## src/rtl/bus_timer_resp.sv

```systemverilog
// rtl/bus_timer_resp.sv - memory-mapped prescaled down-counter timer with bus read responder
//
// Purpose: 8-word register window at BASE_ADDR on the CPU memory bus. A
//   16-bit down-counter, paced by a programmable prescaler, sets STATUS.expired
//   when it runs out and raises Irq when interrupts are enabled.
//   Optional build macro: TIMER_READ_CLEAR_EN (a STATUS read also clears expired).
//
// Registers (word offset within the window):
//   0 CTRL   [0] en, [1] reload, [2] ie
//   1 LOAD   reload / start value
//   2 COUNT  current count, read-only
//   3 PRESC  prescaler terminal value (0 = tick every cycle)
//   4 STATUS [0] expired, write-1-to-clear
//   5-7      read as zero, writes ignored
//
// Ports:
//   Clk1     in   system clock, rising edge
//   Reset    in   synchronous active-high reset
//   Addr     in   16-bit word address from the CPU
//   RD, WR   in   read / write strobes (write wins when both are high)
//   DataOut  in   CPU write data
//   DataIn   out  registered read data, valid while Sel is high
//   Sel      out  high for the one cycle after an accepted read
//   Irq      out  level interrupt = expired & ie

module bus_timer_resp #(
  parameter logic [15:0] BASE_ADDR = 16'hFF00,
  parameter int          DATA_W    = 16
) (
  input  logic              Clk1,
  input  logic              Reset,
  input  logic [15:0]       Addr,
  input  logic              RD,
  input  logic              WR,
  input  logic [DATA_W-1:0] DataOut,
  output logic [DATA_W-1:0] DataIn,
  output logic              Sel,
  output logic              Irq
);

  localparam logic [DATA_W-1:0] ONE = {{(DATA_W-1){1'b0}}, 1'b1};

  typedef enum logic {
    IDLE = 1'b0,
    RUN  = 1'b1
  } state_t;

  state_t state;
  state_t state_next;

  logic              ctrl_reload;
  logic              ctrl_ie;
  logic [DATA_W-1:0] load;
  logic [DATA_W-1:0] count;
  logic [DATA_W-1:0] presc;
  logic [DATA_W-1:0] pcnt;
  logic              expired;

  logic              hit;
  logic [2:0]        off;
  logic              rd_fire;
  logic              ctrl_wr;
  logic              load_wr;
  logic              presc_wr;
  logic              status_wr;
  logic              rd_clr;
  logic              w1c;
  logic [DATA_W-1:0] rdata;

  // FSM outputs
  logic              run;
  logic              tick;
  logic              expire;
  logic              start;

  // Bus decode
  assign hit       = (Addr[15:3] == BASE_ADDR[15:3]);
  assign off       = Addr[2:0];
  assign rd_fire   = RD & hit & ~WR;
  assign ctrl_wr   = WR & hit & (off == 3'd0);
  assign load_wr   = WR & hit & (off == 3'd1);
  assign presc_wr  = WR & hit & (off == 3'd3);
  assign status_wr = WR & hit & (off == 3'd4);
  assign w1c       = status_wr & DataOut[0];

`ifdef TIMER_READ_CLEAR_EN
  assign rd_clr = rd_fire & (off == 3'd4);
`else
  assign rd_clr = 1'b0;
`endif

  // State register; the en bit of CTRL is the state itself.
  always_ff @(posedge Clk1) begin
    if (Reset) begin
      state <= IDLE;
    end else begin
      state <= state_next;
    end
  end

  // Next state: a CTRL write always dictates en, even on an expiry edge.
  always_comb begin
    state_next = state;
    if (ctrl_wr) begin
      state_next = DataOut[0] ? RUN : IDLE;
    end else if (expire && !ctrl_reload) begin
      state_next = IDLE;
    end
  end

  // FSM outputs
  always_comb begin
    run    = (state == RUN);
    tick   = run && (pcnt == presc);
    expire = tick && (count == '0);
    start  = ctrl_wr && DataOut[0] && (state == IDLE);
  end

  // Read mux, sampled at the edge the read is accepted.
  always_comb begin
    rdata = '0;
    case (off)
      3'd0:    rdata[2:0] = {ctrl_ie, ctrl_reload, run};
      3'd1:    rdata = load;
      3'd2:    rdata = count;
      3'd3:    rdata = presc;
      3'd4:    rdata[0] = expired;
      default: rdata = '0;
    endcase
  end

  always_ff @(posedge Clk1) begin
    if (Reset) begin
      ctrl_reload <= 1'b0;
      ctrl_ie     <= 1'b0;
      load        <= '0;
      presc       <= '0;
      count       <= '0;
      pcnt        <= '0;
      expired     <= 1'b0;
      DataIn      <= '0;
      Sel         <= 1'b0;
    end else begin
      if (ctrl_wr) begin
        ctrl_reload <= DataOut[1];
        ctrl_ie     <= DataOut[2];
      end
      if (load_wr) begin
        load <= DataOut;
      end
      if (presc_wr) begin
        presc <= DataOut;
      end

      // Counting only continues if we are still running after this edge;
      // clearing en freezes COUNT where it is. LOAD is only consulted on
      // enable or reload, so a LOAD write mid-run leaves COUNT alone.
      if (start) begin
        count <= load;
      end else if (tick && (state_next == RUN)) begin
        if (count != '0) begin
          count <= count - ONE;
        end else if (ctrl_reload) begin
          count <= load;
        end
      end

      if ((state_next == IDLE) || start || tick) begin
        pcnt <= '0;
      end else begin
        pcnt <= pcnt + ONE;
      end

      // Setting beats any clear arriving on the same edge.
      expired <= expire | (expired & ~(w1c | rd_clr));

      Sel <= rd_fire;
      if (rd_fire) begin
        DataIn <= rdata;
      end
    end
  end

  assign Irq = expired & ctrl_ie;

endmodule

```

## config.mk

```make
export PLATFORM = sky130hd
export DESIGN_NAME = bus_timer_resp
export DESIGN_NICKNAME = d
export VERILOG_FILES = /design/src/rtl/bus_timer_resp.sv
export SDC_FILE = /design/constraint.sdc
export NUM_CORES = 1
export LEC_CHECK = 0
export CAP_MARGIN = 20
export CORE_ASPECT_RATIO = 2
export CORE_MARGIN = 8
export CORE_UTILIZATION = 56
export CTS_CLUSTER_DIAMETER = 30
export DETAILED_ROUTE_END_ITERATION = 8
export PLACE_DENSITY = 0.82
export SLEW_MARGIN = 25
export SYNTH_ARGS = -nofsm -noshare
export SYNTH_HDL_FRONTEND = slang
export SYNTH_SLANG_ARGS = --single-unit
export TNS_END_PERCENT = 50
```

## constraint.sdc

```tcl
create_clock -name Clk1 -period 3.4 [get_ports Clk1]
set_clock_uncertainty 0.15 [all_clocks]
set_input_delay 0.68 -clock Clk1 [delete_from_list [all_inputs] [get_ports Clk1]]
set_output_delay 0.68 -clock Clk1 [all_outputs]
set_load 0.02 [all_outputs]
```

==> report_table.html <==
<table>
<tr><th>Metric</th><th>Value</th></tr>
<tr><th colspan="2">Setup path</th></tr>
<tr><td>Critical path startpoint category</td><td>input pin</td></tr>
<tr><td>Endpoint type of the worst setup path</td><td>flip-flop</td></tr>
<tr><td>Number of cells on the worst reg-to-reg path</td><td>7</td></tr>
<tr><td>Required time of the worst setup path</td><td>3460 ps</td></tr>
<tr><td>Largest fanout of any net on the critical path</td><td>10</td></tr>
<tr><td>Launching point of the worst reg2reg path</td><td>pcnt[3]$_SDFF_PP0_</td></tr>
<tr><td>Worst setup path class</td><td>input pin to flip-flop</td></tr>
<tr><td>Data arrival, critical path</td><td>3170 ps</td></tr>
<tr><td>Critical register-to-register path endpoint</td><td>count[13]$_SDFFE_PP0P_</td></tr>
<tr><td>Worst-case register-to-register setup slack</td><td>610 ps</td></tr>
<tr><th colspan="2">Synth</th></tr>
<tr><td>Ys flop type</td><td>sky130_fd_sc_hd__dfxtp_1</td></tr>
<tr><td>Number of instances in the synthesized netlist</td><td>525</td></tr>
<tr><td>Count of unique library cells instantiated by Yosys</td><td>55</td></tr>
<tr><td>Sequential fraction of the synthesis area</td><td>0.391</td></tr>
<tr><td>Proportion of register bits with asynchronous set or reset after synthesis</td><td>0</td></tr>
<tr><td>Yosys warns</td><td>0</td></tr>
<tr><td>Post-synth EDFFs</td><td>0</td></tr>
<tr><td>Number of storage elements in the synthesis netlist</td><td>85</td></tr>
<tr><td>Synthesized area</td><td>4350 sq um</td></tr>
<tr><td>Syn nets</td><td>564</td></tr>
<tr><td>Synthesized area divided by synthesized cell count</td><td>8.29 sq um</td></tr>
<tr><th colspan="2">Floorplanning</th></tr>
<tr><td>Core area</td><td>7540 sq um</td></tr>
<tr><td>Initial Utilization</td><td>0.577</td></tr>
<tr><td>Number of core rows</td><td>45</td></tr>
<tr><td>Count of boundary I/O pins</td><td>54</td></tr>
<tr><td>Die Width</td><td>78.3 um</td></tr>
<tr><td>Area of the die</td><td>11000 sq um</td></tr>
<tr><td>Die Y</td><td>141 um</td></tr>
<tr><th colspan="2">Global routing</th></tr>
<tr><td>Total overflow reported by the global router</td><td>0</td></tr>
<tr><td>Fraction of met1 tracks used by global routing</td><td>0.236</td></tr>
<tr><td>GR Util met2</td><td>0.425</td></tr>
<tr><td>Via count of the first global-routing pass</td><td>4349</td></tr>
<tr><td>Global-route wire length before repair</td><td>21.4 mm</td></tr>
<tr><td>Antenna violations before repair</td><td>0</td></tr>
<tr><td>Pin count of the biggest net entering global routing</td><td>60</td></tr>
<tr><td>GRT Overall Usage</td><td>0.242</td></tr>
<tr><td>Busiest layer in global routing</td><td>met2</td></tr>
<tr><td>Met3 global-route usage</td><td>0.0554</td></tr>
<tr><th colspan="2">Placed design</th></tr>
<tr><td>Final RePlAce weighted congestion</td><td>0.971</td></tr>
<tr><td>Pre-CTS worst setup slack</td><td>-38.4 ps</td></tr>
<tr><td>DP HPWL</td><td>9.57 mm</td></tr>
<tr><td>Port-buffer cells</td><td>53</td></tr>
<tr><td>Placed Cells</td><td>660</td></tr>
<tr><th colspan="2">Clock tree</th></tr>
<tr><td>Number of gates resized after CTS</td><td>0</td></tr>
<tr><td>Number of clock sinks</td><td>85</td></tr>
<tr><td>Clock latency at the later pin of the worst-skew pair</td><td>350 ps</td></tr>
<tr><td>Maximum level of the CTS H-tree</td><td>3</td></tr>
<tr><td>CTS tree</td><td>done</td></tr>
<tr><td>Number of buffers inserted for hold repair after clock tree synthesis</td><td>0</td></tr>
<tr><td>Post CTS Setup Buffer Count</td><td>0</td></tr>
<tr><td>Clock Root Buffer</td><td>sky130_fd_sc_hd__clkbuf_16</td></tr>
<tr><td>Number of buffers created by CTS</td><td>9</td></tr>
<tr><td>Deepest clock path buffer count</td><td>2</td></tr>
<tr><td>CTS clock-pin slew for the worst setup and hold paths</td><td>60 ps</td></tr>
<tr><th colspan="2">Final layout</th></tr>
<tr><td>Post-synthesis to final-layout area growth</td><td>22.0%</td></tr>
<tr><td>Final std cells w/o fill</td><td>675</td></tr>
<tr><td>Nets@finish</td><td>616</td></tr>
<tr><td>Antenna cell count</td><td>0</td></tr>
<tr><td>Fraction of layout cells with a size suffix above 1</td><td>0.127</td></tr>
<tr><th colspan="2">STA</th></tr>
<tr><td>Final Hold Vio Count</td><td>0</td></tr>
<tr><td>Final critical-path share of the clock period</td><td>0.916</td></tr>
<tr><td>Clock period minus final worst setup slack</td><td>3120 ps</td></tr>
<tr><td>Worst hold slack across all endpoints</td><td>321 ps</td></tr>
<tr><td>Final Slew Violations</td><td>0</td></tr>
<tr><td>Achievable Freq</td><td>321 MHz</td></tr>
<tr><td>Setup ws final</td><td>284 ps</td></tr>
<tr><td>RSZ-0062 raised after global routing</td><td>no</td></tr>
<tr><td>Transition time of the tightest slew-check pin</td><td>673 ps</td></tr>
<tr><td>Final setup violating endpoints</td><td>0</td></tr>
<tr><td>Slew Limit Headroom</td><td>0.551</td></tr>
<tr><th colspan="2">Route</th></tr>
<tr><td>Detailed-route wire length</td><td>13.0 mm</td></tr>
<tr><td>Via density per instance</td><td>6.22</td></tr>
<tr><td>WL/cell</td><td>19.3 um</td></tr>
<tr><td>Initial drt markers</td><td>356</td></tr>
<tr><td>Via Count</td><td>4198</td></tr>
<tr><td>Router iterations before antenna repair</td><td>5</td></tr>
<tr><td>DRC</td><td>0</td></tr>
<tr><td>Number of routed nets with antenna violations</td><td>0</td></tr>
<tr><th colspan="2">Min path</th></tr>
<tr><td>Destination of the worst hold path</td><td>load[1]$_SDFFE_PP0P_</td></tr>
<tr><td>Worst Hold Class</td><td>flip-flop to flip-flop</td></tr>
<tr><td>Instance count along the most critical hold path</td><td>2</td></tr>
<tr><td>Source of the worst hold timing path</td><td>load[1]$_SDFFE_PP0P_</td></tr>
<tr><th colspan="2">Pwr</th></tr>
<tr><td>Power density relative to cell area</td><td>381 nW/um^2</td></tr>
<tr><td>Worst voltage drop across the vdd grid</td><td>0.424 mV</td></tr>
<tr><td>Leakage Power</td><td>0.00194 uW</td></tr>
<tr><th colspan="2">Flow run</th></tr>
<tr><td>Max_cap viols</td><td>0</td></tr>
<tr><th colspan="2">Outcome</th></tr>
<tr><td>Outcome</td><td>completed</td></tr>
</table>
-- cell families (layout without fill, tap and decap cells) --
group | after synthesis | in the layout | share of synthesized area
AOI/OAI and AO/OA | 123 | 123 | 0.204
xor gates and xnor gates | 30 | 30 | 0.0604
adders and majority gates | 3 | 3 | 0.00862
buffers and inverters | 46 | 102 | 0.0466
DFF | 85 | 85 | 0.391
muxes | 19 | 19 | 0.0532
and+or+nand+nor | 219 | 219 | 0.236
-- area by class of cell --
cell class | instances | area [sq um]
clock inverter | 1 | 5.00
sequential | 85 | 1700
tap | 94 | 118
inverter | 8 | 30.0
multi-input combinational | 394 | 2450
fill | 636 | 2230
clock buffer | 14 | 274
timing repair buffer | 79 | 733
-- report_power, final --
| group | leakage [uW] | switching, uW | internal, uW |
|---|---|---|---|
| Clock | 0.000139 | 383 | 550 |
| Combinational | 0.00111 | 48.9 | 46.7 |
| Sequential | 0.000684 | 0.00411 | 996 |
| Total | 0.00194 | 432 | 1590 |
-- sequential cells by signal (all words and copies together), names as in the netlist --
register and cells:
run 1, DataIn 16, ctrl_reload 1, pcnt 16, count 16, presc 16
load 16, expired 1, Sel 1, ctrl_ie 1
-- worst max-delay path: stages --
cell                              delay [ps]
sky130_fd_sc_hd__clkdlybuf4s50_1         410
sky130_fd_sc_hd__or4_4                   550
sky130_fd_sc_hd__nor4_1                  420
sky130_fd_sc_hd__nand3b_1                240
sky130_fd_sc_hd__a21oi_4                 310
sky130_fd_sc_hd__or2_1                   220
sky130_fd_sc_hd__buf_4                   240
sky130_fd_sc_hd__o31ai_1                 100
-- worst max path at each step --
stage	startpoint	endpoint	slack, ps	depth (start not counted)
floorplan	Addr[4]	count[13]$_SDFFE_PP0P_	520	7
global placement	Addr[4]	count[1]$_SDFFE_PP0P_	90	8
detailed placement	Addr[4]	count[15]$_SDFFE_PP0P_	-40	8
CTS	Addr[4]	count[15]$_SDFFE_PP0P_	320	8
global route	Addr[4]	count[4]$_SDFFE_PP0P_	150	8
finish	Addr[4]	count[15]$_SDFFE_PP0P_	280	8
-- synth_stat cells (2+ instances only) --
cell type	number	share of area
sky130_fd_sc_hd__nor3_1	17	0.020
sky130_fd_sc_hd__a21oi_1	54	0.062
sky130_fd_sc_hd__nor2b_1	3	0.0043
sky130_fd_sc_hd__ha_1	3	0.0086
sky130_fd_sc_hd__nand3b_1	4	0.0069
sky130_fd_sc_hd__nand3_1	11	0.013
sky130_fd_sc_hd__nor2_1	62	0.053
sky130_fd_sc_hd__and2_1	3	0.0043
sky130_fd_sc_hd__a22oi_1	14	0.024
sky130_fd_sc_hd__o31ai_2	10	0.029
sky130_fd_sc_hd__nand2b_1	4	0.0057
sky130_fd_sc_hd__nand4_1	5	0.0072
sky130_fd_sc_hd__o31ai_1	5	0.0086
sky130_fd_sc_hd__mux4_2	2	0.010
sky130_fd_sc_hd__o311ai_0	6	0.012
sky130_fd_sc_hd__xor2_1	24	0.048
sky130_fd_sc_hd__buf_2	9	0.010
sky130_fd_sc_hd__nand4b_1	2	0.0040
sky130_fd_sc_hd__mux2i_1	4	0.0092
sky130_fd_sc_hd__or4_4	2	0.0052
sky130_fd_sc_hd__o311ai_1	9	0.018
sky130_fd_sc_hd__a22o_1	13	0.026
sky130_fd_sc_hd__xnor2_1	6	0.012
sky130_fd_sc_hd__mux2_2	13	0.034
sky130_fd_sc_hd__or3_1	3	0.0043
sky130_fd_sc_hd__nor3b_1	3	0.0052
sky130_fd_sc_hd__nand2_1	79	0.068
sky130_fd_sc_hd__dfxtp_1	85	0.39
sky130_fd_sc_hd__clkbuf_1	26	0.022
sky130_fd_sc_hd__inv_1	8	0.0069
sky130_fd_sc_hd__nor4_1	12	0.017
-- through the flow --
| stage | power, uW | instance area (sq um) | utilization | TNS (ps) |
|---|---|---|---|---|
| after detailed placement | 1110 | 5030 | 0.667 | -179 |
| final | 2020 | 5310 | 0.704 | 0 |
| after floorplan | 1050 | 4350 | - | 0 |
| after global routing | 2070 | 5310 | 0.704 | 0 |
| after CTS | 2020 | 5310 | 0.704 | 0 |
| after global placement | 1110 | 5030 | 0.667 | 0 |
-- cells in the final DEF (no fill, tap or decap), drive strengths merged, types with 2 or more instances in the layout --
master,instances
a21oi,55
a22o,13
a22oi,14
and2,3
buf,27
clkbuf,14
clkdlybuf4s50,52
dfxtp,85
ha,3
inv,8
mux2,13
mux2i,4
mux4,2
nand2,79
nand2b,4
nand3,11
nand3b,4
nand4,5
nand4b,2
nor2,63
nor2b,3
nor3,17
nor3b,3
nor4,13
o311ai,15
o31ai,15
or2,2
or3,3
or4,3
xnor2,6
xor2,24
-- layer usage --
metal / vias up / routed length [um]
met4: 0 / 925
met2: 163 / 6790
met1: 1985 / 4680
met3: 75 / 647
met5: - / 0
li1: 1975 / -
No activity file was read; power rests on OpenSTA's default activity.
